### config.mk
export PLATFORM = sky130hd
export DESIGN_NAME = accum_bank
export DESIGN_NICKNAME = d
export VERILOG_FILES = /design/src/rtl/accum_bank_pkg.sv /design/src/rtl/accum_column.sv /design/src/rtl/accum_bank.sv
export SDC_FILE = /design/constraint.sdc
export NUM_CORES = 2
export LEC_CHECK = 0
export CORE_MARGIN = 2
export CORE_UTILIZATION = 30
export DETAILED_ROUTE_END_ITERATION = 10
export HOLD_SLACK_MARGIN = 0.02
export PLACE_DENSITY_LB_ADDON = 0.05
export SYNTH_ARGS = -nofsm -noshare
export SYNTH_HDL_FRONTEND = slang
export SYNTH_SLANG_ARGS = --single-unit
### constraint.sdc
create_clock -name clk -period 18.6 [get_ports clk]
set_input_delay 3.72 -clock clk [delete_from_list [all_inputs] [get_ports clk]]
set_output_delay 3.72 -clock clk [all_outputs]
set_load 0.02 [all_outputs]
### src/rtl/accum_bank_pkg.sv
// Shared configuration for the output-accumulator bank: array geometry defaults
// and the per-column control word that travels down the skew register.
package accum_bank_pkg;

  localparam int sys_cols   = 4;
  localparam int P_BITWIDTH = 16;

  // Row field is sized for the deepest supported tile (256 rows); lanes use the low ROW_W bits.
  localparam int ROW_MAX_W = 8;

  typedef struct packed {
    logic                 valid;
    logic                 first;
    logic                 last;
    logic [ROW_MAX_W-1:0] row;
  } acc_ctrl_t;

endpackage

### src/rtl/accum_column.sv
// One accumulator lane: per-row partial-sum buffer with sticky overflow bit,
// single-cycle read-modify-write and registered emission of the final value.
module accum_column
  import accum_bank_pkg::*;
#(
  parameter int IN_W     = P_BITWIDTH,
  parameter int ACC_W    = 32,
  parameter int DEPTH    = 16,
  parameter bit SATURATE = 1'b1,
  parameter int ROW_W    = $clog2(DEPTH)
) (
  input  logic             clk,
  input  logic             rst,
  input  acc_ctrl_t        ctrl_i,
  input  logic [IN_W-1:0]  data_i,
  output logic             valid_o,
  output logic [ROW_W-1:0] row_o,
  output logic [ACC_W-1:0] data_o,
  output logic             ovf_o
);

  localparam logic [ACC_W-1:0] ACC_MAX = {1'b0, {(ACC_W-1){1'b1}}};
  localparam logic [ACC_W-1:0] ACC_MIN = {1'b1, {(ACC_W-1){1'b0}}};

  // Entry layout: {sticky overflow, accumulated value}.
  logic [ACC_W:0]   buf_q [DEPTH];
  logic [ACC_W:0]   rd_s;
  logic [ACC_W:0]   sum_s;
  logic [ACC_W-1:0] x_ext_s;
  logic [ACC_W-1:0] res_s;
  logic             ovf_s;
  logic             res_ovf_s;
  logic             emit_s;

  logic             valid_q, valid_d;
  logic [ROW_W-1:0] row_q, row_d;
  logic [ACC_W-1:0] data_q, data_d;
  logic             ovf_q, ovf_d;

  assign x_ext_s = ACC_W'($signed(data_i));

  always_comb begin
    rd_s = '0;
    for (int i = 0; i < DEPTH; i++) begin
      rd_s = (ctrl_i.row == ROW_MAX_W'(i)) ? buf_q[i] : rd_s;
    end
  end

  // The ACC_W+1-bit sum overflows when its top two bits disagree.
  always_comb begin
    sum_s     = {rd_s[ACC_W-1], rd_s[ACC_W-1:0]} + {x_ext_s[ACC_W-1], x_ext_s};
    ovf_s     = sum_s[ACC_W] ^ sum_s[ACC_W-1];
    res_s     = sum_s[ACC_W-1:0];
    res_ovf_s = rd_s[ACC_W] | ovf_s;
    if (ctrl_i.first) begin
      res_s     = x_ext_s;
      res_ovf_s = 1'b0;
    end else if (ovf_s && SATURATE) begin
      res_s = sum_s[ACC_W] ? ACC_MIN : ACC_MAX;
    end else begin
      res_s = sum_s[ACC_W-1:0];
    end
  end

  always_comb begin
    emit_s  = ctrl_i.valid & ctrl_i.last;
    valid_d = emit_s;
    row_d   = emit_s ? ctrl_i.row[ROW_W-1:0] : row_q;
    data_d  = emit_s ? res_s : data_q;
    ovf_d   = emit_s ? res_ovf_s : ovf_q;
  end

  always_ff @(posedge clk) begin
    for (int i = 0; i < DEPTH; i++) begin
      if (ctrl_i.valid && (ctrl_i.row == ROW_MAX_W'(i))) begin
        buf_q[i] <= {res_ovf_s, res_s};
      end
    end
  end

  always_ff @(posedge clk or posedge rst) begin
    if (rst) begin
      valid_q <= 1'b0;
      row_q   <= '0;
      data_q  <= '0;
      ovf_q   <= 1'b0;
    end else begin
      valid_q <= valid_d;
      row_q   <= row_d;
      data_q  <= data_d;
      ovf_q   <= ovf_d;
    end
  end

  assign valid_o = valid_q;
  assign row_o   = row_q;
  assign data_o  = data_q;
  assign ovf_o   = ovf_q;

endmodule

### src/rtl/accum_bank.sv
// Output-accumulator bank: row counter, per-column control skew matching the
// array's diagonal data skew, and COLS accumulator lanes.
module accum_bank
  import accum_bank_pkg::*;
#(
  parameter int COLS     = sys_cols,
  parameter int IN_W     = P_BITWIDTH,
  parameter int ACC_W    = 32,
  parameter int DEPTH    = 16,
  parameter bit SATURATE = 1'b1,
  localparam int ROW_W   = $clog2(DEPTH)
) (
  input  logic                  clk,
  input  logic                  rst,
  input  logic                  i_valid,
  input  logic                  i_first,
  input  logic                  i_last,
  input  logic [COLS*IN_W-1:0]  i_data,
  output logic [COLS-1:0]       o_valid,
  output logic [COLS*ROW_W-1:0] o_row,
  output logic [COLS*ACC_W-1:0] o_data,
  output logic [COLS-1:0]       o_ovf,
  output logic                  o_tile_done
);

  logic [ROW_MAX_W-1:0] row_q, row_d;
  logic                 done_q, done_d;
  acc_ctrl_t            head_s;
  acc_ctrl_t            ctrl_s [COLS];

  always_comb begin
    if (!i_valid) begin
      row_d = row_q;
    end else if (row_q == ROW_MAX_W'(DEPTH-1)) begin
      row_d = '0;
    end else begin
      row_d = row_q + ROW_MAX_W'(1);
    end
  end

  always_comb begin
    head_s.valid = i_valid;
    head_s.first = i_first;
    head_s.last  = i_last;
    head_s.row   = row_q;
    done_d = ctrl_s[COLS-1].valid && ctrl_s[COLS-1].last &&
             (ctrl_s[COLS-1].row == ROW_MAX_W'(DEPTH-1));
  end

  always_ff @(posedge clk or posedge rst) begin
    if (rst) begin
      row_q  <= '0;
      done_q <= 1'b0;
    end else begin
      row_q  <= row_d;
      done_q <= done_d;
    end
  end

  assign o_tile_done = done_q;

  // Column c sees the column-0 control word c cycles later, in step with its data.
  for (genvar c = 0; c < COLS; c++) begin : g_lane
    if (c == 0) begin : g_head
      assign ctrl_s[0] = head_s;
    end else begin : g_skew
      acc_ctrl_t ctrl_q;
      always_ff @(posedge clk or posedge rst) begin
        if (rst) begin
          ctrl_q <= '0;
        end else begin
          ctrl_q <= ctrl_s[c-1];
        end
      end
      assign ctrl_s[c] = ctrl_q;
    end

    accum_column #(
      .IN_W    (IN_W),
      .ACC_W   (ACC_W),
      .DEPTH   (DEPTH),
      .SATURATE(SATURATE),
      .ROW_W   (ROW_W)
    ) u_col (
      .clk    (clk),
      .rst    (rst),
      .ctrl_i (ctrl_s[c]),
      .data_i (i_data[c*IN_W +: IN_W]),
      .valid_o(o_valid[c]),
      .row_o  (o_row[c*ROW_W +: ROW_W]),
      .data_o (o_data[c*ACC_W +: ACC_W]),
      .ovf_o  (o_ovf[c])
    );
  end

endmodule

[After elaboration in Yosys (flattened, before gate mapping)]
Memory sizes are Yosys's and may differ from the RTL's.
Cells that the tools add are included.
Storage, ports and cells
  bits in registers: 194
  memories: 4
  memory bits (writable): 2112
  input bits: 69
Memory list
  g_lane[0].u_col.buf_q: words 16, width 33, rd ports 16, clocked after memory_dff 0, write ports 1, RTL line accum_column.sv:26  | logic [ACC_W:0] buf_q [DEPTH];
  g_lane[1].u_col.buf_q: words 16, width 33, rd ports 16, clocked after memory_dff 0, write ports 1, RTL line accum_column.sv:26
  g_lane[2].u_col.buf_q: words 16, width 33, rd ports 16, clocked after memory_dff 0, write ports 1, RTL line accum_column.sv:26
  g_lane[3].u_col.buf_q: words 16, width 33, rd ports 16, clocked after memory_dff 0, write ports 1, RTL line accum_column.sv:26
Operators by class
  multiplexer cells: 389
  bitwise gates (word level): 12
  add/sub/neg operators: 5
  equality and inequality tests: 60
  reduce and logical (&&, ||, !) cells: 130
Operators by type and width (count)
  33-bit two-way mux: 124
  33-bit OR reduction: 60
  32-bit two-way mux: 12
  8-bit by 4-bit == test with 1-bit output, second input constant: 32
  4-bit two-way mux: 60
  1-bit two-way mux: 192
  32-bit by 16-bit adder with 33-bit output: 4
  8-bit by 3-bit == test with 1-bit output, second input constant: 16
  1-bit logical AND: 66
  8-bit by 2-bit == test with 1-bit output, second input constant: 8
  8-bit by 1-bit == test with 1-bit output, second input constant: 4
  8-bit zero test: 4
  8-bit by 1-bit adder with 8-bit output, second input constant: 1
  8-bit two-way mux: 1
  1-bit AND: 4
  1-bit bitwise OR: 4
  1-bit XOR: 4

[Longest topological paths before layout]
  depth in word-level cells: 36
  gate-level depth with buffers: 26
  depth with buffers taken out: 22

[Modules after synthesis]
Synthesis repeated with hierarchy kept, for this count alone.
Second synthesis, totals
  cell total of the unflattened synthesis: 5903
  area total of the unflattened synthesis: 94182.8 sq um
By module, submodules not included
  accum_column (g_lane[0].u_col ...): cells each 1456, area an instance 23264.8 sq um, instances 3, sequential area each 16806.1 sq um
  accum_column (g_lane[3].u_col): cells each 1464, area an instance 23144.7 sq um, instances 1, sequential area each 16806.1 sq um
  accum_bank: cells each 71, area an instance 1243.7 sq um, instances 1, sequential area each 1051.0 sq um

[Worst setup path before layout]
OpenSTA, ideal clock, no wires.
  kind: input to register
  from: input port i_data[32]
  to: memory g_lane[2].u_col.buf_q[0][124] in the netlist's numbering, data pin
  setup slack: 11.434 ns
  data required time: 18.213 ns
  stages on the path: 13
  data arrival time: 6.779 ns
  library setup time: 0.387 ns
  path through: ha_1 fa_1 a211o_1 a2111oi_2 o21ai_1 o31a_1 o211ai_2 a21oi_1 a211oi_2 or2_2 buf_4 buf_4 o21ai_0
Between the ends
  word-level cells in the longest chain between the ends: 19
Ends and longest elaborated chain
  from (decl): RTL line accum_bank.sv:18  | input logic [COLS*IN_W-1:0] i_data,
  32-bit by 16-bit adder with 33-bit output *: RTL line accum_column.sv:51  | sum_s = {rd_s[ACC_W-1], rd_s[ACC_W-1:0]} + {x_ext_s[ACC_W-1], x_ext_s};
  32-bit two-way mux / 1-bit XOR (equally long branches): RTL line accum_column.sv:59, accum_column.sv:52
  32-bit two-way mux *: RTL line accum_column.sv:58  | end else if (ovf_s && SATURATE) begin
  32-bit two-way mux *: RTL line accum_column.sv:55  | if (ctrl_i.first) begin
  via g_lane[2].u_col.res_s[25]: RTL line accum_column.sv:30  | logic [ACC_W-1:0] res_s;
  33-bit two-way mux (no line) (14 in series)
  33-bit two-way mux (no line) *
  to (decl): RTL line accum_column.sv:26
The timed path passes the listed nets; every way through them passes the cells marked *.

[Worst setup path after layout]
  from: input port i_data[63]
  to: memory g_lane[3].u_col.buf_q[0][258] in the netlist's numbering, data pin
Between the ends
  word-level cells in the longest chain between the ends: 19
Ends and longest elaborated chain (RTL line)
  32-bit by 16-bit adder with 33-bit output: accum_column.sv:51
  32-bit two-way mux / 1-bit XOR (equally long branches): accum_column.sv:59, accum_column.sv:52
  32-bit two-way mux: accum_column.sv:58
  32-bit two-way mux *: accum_column.sv:55
  via g_lane[3].u_col.res_s[27]: accum_column.sv:30
  33-bit two-way mux (no line) (14 in series)
  33-bit two-way mux (no line) *
  to (decl): accum_column.sv:26
Marks and branches as above.

==> impl_results.html <==
<table>
<tr><th>Metric</th><th>Value</th></tr>
<tr><th colspan="2">Status</th></tr>
<tr><td>Outcome</td><td>completed</td></tr>
<tr><th colspan="2">Global routing</th></tr>
<tr><td>GRT Util Overall</td><td>0.210</td></tr>
<tr><td>Number of global-route vias before repair</td><td>59800</td></tr>
<tr><td>Antenna violations before repair</td><td>11</td></tr>
<tr><td>M3 GR Usage</td><td>0.0270</td></tr>
<tr><td>Routing layer with the top usage in global route</td><td>met2</td></tr>
<tr><td>First-pass GRT wire length</td><td>478 mm</td></tr>
<tr><td>Maximum number of pins on one net before global-route repair</td><td>78</td></tr>
<tr><td>Met1 capacity usage during global routing</td><td>0.307</td></tr>
<tr><td>Met2 Resource Use GR</td><td>0.334</td></tr>
<tr><td>Remaining global-route overflow</td><td>0</td></tr>
<tr><th colspan="2">Detailed routing</th></tr>
<tr><td>DRC viols</td><td>0</td></tr>
<tr><td>Detailed Route WL</td><td>343 mm</td></tr>
<tr><td>Detailed-router iteration count before antenna repair</td><td>6</td></tr>
<tr><td>Iter 0 DRT Violations</td><td>5622</td></tr>
<tr><td>Routed WL per cell</td><td>31.2 um</td></tr>
<tr><td>Detailed-route via count</td><td>59500</td></tr>
<tr><td>Via density per instance</td><td>5.41</td></tr>
<tr><td>Remaining antenna violation count after routing</td><td>0</td></tr>
<tr><th colspan="2">Timing</th></tr>
<tr><td>Worst slew slack as a fraction of its limit</td><td>0.0942</td></tr>
<tr><td>Final count of negative-setup-slack endpoints</td><td>0</td></tr>
<tr><td>Accumulated negative setup slack</td><td>0 ns</td></tr>
<tr><td>Slew Viols, Final</td><td>0</td></tr>
<tr><td>Final min period</td><td>8.93 ns</td></tr>
<tr><td>Highest attainable clock frequency</td><td>0.112 GHz</td></tr>
<tr><td>Final worst clock skew</td><td>0.0430 ns</td></tr>
<tr><td>Final Hold Vio Count</td><td>0</td></tr>
<tr><td>Unrepaired setup endpoints after global routing</td><td>no</td></tr>
<tr><td>Worst Max-Slew Pin Slew</td><td>1.35 ns</td></tr>
<tr><td>Crit share post-route</td><td>0.480</td></tr>
<tr><th colspan="2">Yosys</th></tr>
<tr><td>Main combinational cell family by area after synthesis</td><td>compound AO/OA/AOI/OAI gates</td></tr>
<tr><td>Proportion of synthesized chip area in sequential cells</td><td>0.724</td></tr>
<tr><td>Fraction of synthesized cell area in xor and xnor cells</td><td>0.0102</td></tr>
<tr><td>Ranking of synthesized cells by instance count</td><td>sky130_fd_sc_hd__edfxtp_1 (2112), sky130_fd_sc_hd__nand2_1 (466), sky130_fd_sc_hd__nor2_1 (404)</td></tr>
<tr><td>Dominant synthesized flop cell</td><td>sky130_fd_sc_hd__edfxtp_1</td></tr>
<tr><td>Count of different cell masters after synthesis</td><td>94</td></tr>
<tr><td>Synthesized-area fraction occupied by adder cells</td><td>0.0184</td></tr>
<tr><td>Number of warnings issued by yosys</td><td>0</td></tr>
<tr><td>Synth async-reset ratio</td><td>0.0841</td></tr>
<tr><td>Library cell with the largest summed area after synthesis</td><td>sky130_fd_sc_hd__edfxtp_1</td></tr>
<tr><td>Simple logic cell fraction of the synthesized area</td><td>0.0649</td></tr>
<tr><td>Mean post-synth cell area</td><td>15.2 um2</td></tr>
<tr><td>Number of enable flip-flop cells after synthesis</td><td>2112</td></tr>
<tr><td>Compound-cell area share of the yosys netlist</td><td>0.129</td></tr>
<tr><td>Share of Yosys cell area claimed by the top area cell type</td><td>0.672</td></tr>
<tr><td>Most repeated cell in the gate-level netlist after synthesis</td><td>sky130_fd_sc_hd__edfxtp_1</td></tr>
<tr><td>Mux share of post-synthesis cell area</td><td>0.0366</td></tr>
<tr><td>Biggest area contributors in the synthesized netlist</td><td>sky130_fd_sc_hd__edfxtp_1 (67%), sky130_fd_sc_hd__dfrtp_1 (5.1%), sky130_fd_sc_hd__mux4_2 (2.6%)</td></tr>
<tr><td>Flip-flop and latch count after synthesis</td><td>2306</td></tr>
<tr><td>Number of instances in the synthesized netlist</td><td>6226</td></tr>
<tr><td>Number of nets produced by synthesis</td><td>6431</td></tr>
<tr><td>Netlist Area Pre-Place</td><td>0.0943 mm2</td></tr>
<tr><th colspan="2">Floorplan</th></tr>
<tr><td>DIE AREA</td><td>0.319 mm2</td></tr>
<tr><td>Top Ports</td><td>222</td></tr>
<tr><td>Die outline height</td><td>565 um</td></tr>
<tr><td>Area of the core</td><td>0.312 mm2</td></tr>
<tr><td>Die width</td><td>565 um</td></tr>
<tr><td>Initial core utilization</td><td>0.302</td></tr>
<tr><td>Row cnt</td><td>205</td></tr>
<tr><th colspan="2">Pwr</th></tr>
<tr><td>Fraction of power consumed by combinational cells</td><td>0.434</td></tr>
<tr><td>Power per Cell Area</td><td>227 mW/mm2</td></tr>
<tr><td>Switching Share</td><td>0.411</td></tr>
<tr><td>Power dissipated by switching net loads</td><td>10.4 mW</td></tr>
<tr><td>Share of total power in sequential cells</td><td>0.354</td></tr>
<tr><td>Relative contribution of the clock network to total power</td><td>0.212</td></tr>
<tr><td>Internal Dissipation</td><td>14.9 mW</td></tr>
<tr><td>VDD IR-drop max</td><td>0.176 mV</td></tr>
<tr><td>Leak pwr</td><td>36.9 nW</td></tr>
<tr><th colspan="2">Clock network</th></tr>
<tr><td>Clock tree root buffer cell</td><td>sky130_fd_sc_hd__clkbuf_16</td></tr>
<tr><td>Inserted Clock Buffers</td><td>278</td></tr>
<tr><td>Register clock-pin slew on the reported worst setup and hold paths</td><td>0.06 ns</td></tr>
<tr><td>Quantity of hold-fixing buffers added after cts</td><td>0</td></tr>
<tr><td>H-tree Lvls</td><td>5</td></tr>
<tr><td>CTS Sinks</td><td>2306</td></tr>
<tr><td>Largest buffer count on any clock path</td><td>4</td></tr>
<tr><td>CTS resizes</td><td>0</td></tr>
<tr><td>Post-CTS setup repair buffer count</td><td>0</td></tr>
<tr><td>TritonCTS clock tree</td><td>built</td></tr>
<tr><td>Clock latency on the worst-skew pair</td><td>0.89 ns</td></tr>
<tr><th colspan="2">Finish</th></tr>
<tr><td>Final non-filler cell area</td><td>0.112 mm2</td></tr>
<tr><td>Layout Area Growth over Synthesis</td><td>18.3%</td></tr>
<tr><td># nets final</td><td>6836</td></tr>
<tr><td>Proportion of layout cells with a drive suffix above 1</td><td>0.142</td></tr>
<tr><th colspan="2">Place</th></tr>
<tr><td>Post-DP HPWL</td><td>204 mm</td></tr>
<tr><td>Quantity of I/O buffers inserted on ports</td><td>221</td></tr>
<tr><td>Final GP Congestion</td><td>0.838</td></tr>
<tr><td>Cell area after placement</td><td>0.103 mm2</td></tr>
<tr><th colspan="2">Critical path</th></tr>
<tr><td>CP Data Required Time</td><td>19.10 ns</td></tr>
<tr><td>Critical path arrival</td><td>9.43 ns</td></tr>
<tr><td>Critical Path Start Type</td><td>input pin</td></tr>
<tr><td>Length in cells of the worst reg-to-reg path</td><td>24</td></tr>
<tr><td>Crit end category</td><td>flip-flop</td></tr>
<tr><td>Register-to-Register Setup Slack</td><td>9.70 ns</td></tr>
<tr><td>Critical Path Fanout Max</td><td>32</td></tr>
<tr><td>Crit Path Category</td><td>in -&gt; reg</td></tr>
<tr><th colspan="2">Min path</th></tr>
<tr><td>Worst Hold Depth</td><td>0</td></tr>
<tr><td>Worst hold-check path type</td><td>reg -&gt; reg</td></tr>
<tr><th colspan="2">Flow run</th></tr>
<tr><td>Max-cap violations</td><td>0</td></tr>
</table>
==> flip-flops by register name, indices dropped and copies added, names as in the netlist <==
signal	count
g_lane.u_col.ovf_o	4
g_lane.u_col.row_o	16
g_lane.u_col.buf_q	2112
o_tile_done	1
row_q	8
g_lane.u_col.data_o	128
g_lane.u_col.valid_o	4
ctrl_s	33
==> area by class of cell <==
class	instances	area, um2
Clock inverter	123	1280
Antenna cell	6	15.0
Inverter	61	236
Clock buffer	375	7580
Tap cell	4140	5180
Sequential cell	2306	68300
Timing Repair Buffer	457	3980
Multi-Input combinational cell	3527	25000
Fill cell	30000	201000
==> power by group through the flow <==
stage	Clock, mW	Sequential [mW]	Combinational, mW
6_report	5.35	8.95	11.0
3_3_place_gp	0	9.05	11.0
4_1_cts	5.49	8.97	11.1
5_1_grt	5.67	9.04	11.9
2_1_floorplan	0	9.06	6.29
3_5_place_dp	0	9.07	11.0
==> worst paths after layout <==
path / start / to
min in group asynchronous: rst / ctrl_s[20]
hold / removal: ctrl_s[28] / ctrl_s[17]
setup reg to reg: row_q[2] / g_lane[0].u_col.data_o[6]
hold reg to reg: ctrl_s[28] / ctrl_s[17]
setup / recovery: i_data[63] / g_lane[3].u_col.buf_q[0][258]
max in group asynchronous: rst / g_lane[2].u_col.data_o[13]
==> per-stage QoR <==
step	hold WS (ns)	setup WS [ns]	instances	utilization	power (mW)
final	0.363	9.67	11000	0.357	25.3
after global routing	0.382	9.26	11000	0.357	26.6
after CTS	0.362	9.69	11000	0.357	25.5
after detailed placement	0.368	8.83	10500	0.329	20.1
after global placement	0.367	8.94	10500	0.329	20.0
after floorplan	0.352	9.60	6226	-	15.4
==> kinds of logic after synthesis <==
kind of cell | Yosys count
adder cells (fa/ha/maj) | 136
multiplexers | 200
AO/OA/AOI/OAI | 1722
XOR/XNOR | 110
buffers and inverters | 393
flip-flops | 2306
AND/OR/NAND/NOR | 1359
==> cells in the final DEF, fill, tap and decap left out, types with 44 or more instances in the layout <==
master / n
sky130_fd_sc_hd__edfxtp_1: 2112
sky130_fd_sc_hd__nand2_1: 463
sky130_fd_sc_hd__nor2_1: 344
sky130_fd_sc_hd__a21oi_1: 311
sky130_fd_sc_hd__clkbuf_16: 282
sky130_fd_sc_hd__o21ai_0: 251
sky130_fd_sc_hd__buf_4: 236
sky130_fd_sc_hd__clkdlybuf4s50_1: 221
sky130_fd_sc_hd__a22oi_1: 200
sky130_fd_sc_hd__a221oi_1: 195
sky130_fd_sc_hd__dfrtp_1: 188
sky130_fd_sc_hd__nand3_1: 136
sky130_fd_sc_hd__ha_1: 132
sky130_fd_sc_hd__mux4_2: 110
sky130_fd_sc_hd__a31oi_1: 82
sky130_fd_sc_hd__clkbuf_1: 76
sky130_fd_sc_hd__a21o_1: 75
sky130_fd_sc_hd__xnor2_1: 73
sky130_fd_sc_hd__nor3_1: 72
sky130_fd_sc_hd__o22ai_1: 68
sky130_fd_sc_hd__a221o_1: 60
sky130_fd_sc_hd__a222oi_1: 60
sky130_fd_sc_hd__nand4_1: 59
sky130_fd_sc_hd__mux2_2: 58
sky130_fd_sc_hd__inv_1: 56
sky130_fd_sc_hd__o211ai_1: 56
sky130_fd_sc_hd__a22o_1: 55
sky130_fd_sc_hd__a211oi_1: 47
sky130_fd_sc_hd__clkinv_1: 46
sky130_fd_sc_hd__nor2b_1: 44
==> layer usage <==
metal  wire length [um]  share of wire  vias to the layer above
met5                  0              0                        -
met4               6480          0.019                        0
met3              16900          0.049                      379
met2             157000           0.46                     1686
met1             162000           0.47                    31500
li1                   -              -                    25900
==> critical path: stages <==
cell	delay [ns]
sky130_fd_sc_hd__clkdlybuf4s50_1	0.93
sky130_fd_sc_hd__ha_1	0.70
sky130_fd_sc_hd__a211oi_1	0.13
sky130_fd_sc_hd__and3_1	0.19
sky130_fd_sc_hd__a211oi_2	0.43
sky130_fd_sc_hd__a22oi_1	0.27
sky130_fd_sc_hd__o31ai_1	0.58
sky130_fd_sc_hd__a21o_1	0.81
sky130_fd_sc_hd__buf_4	0.55
sky130_fd_sc_hd__nand3_1	0.14
sky130_fd_sc_hd__a21oi_1	0.94
No activity file was read; power rests on OpenSTA's default activity.
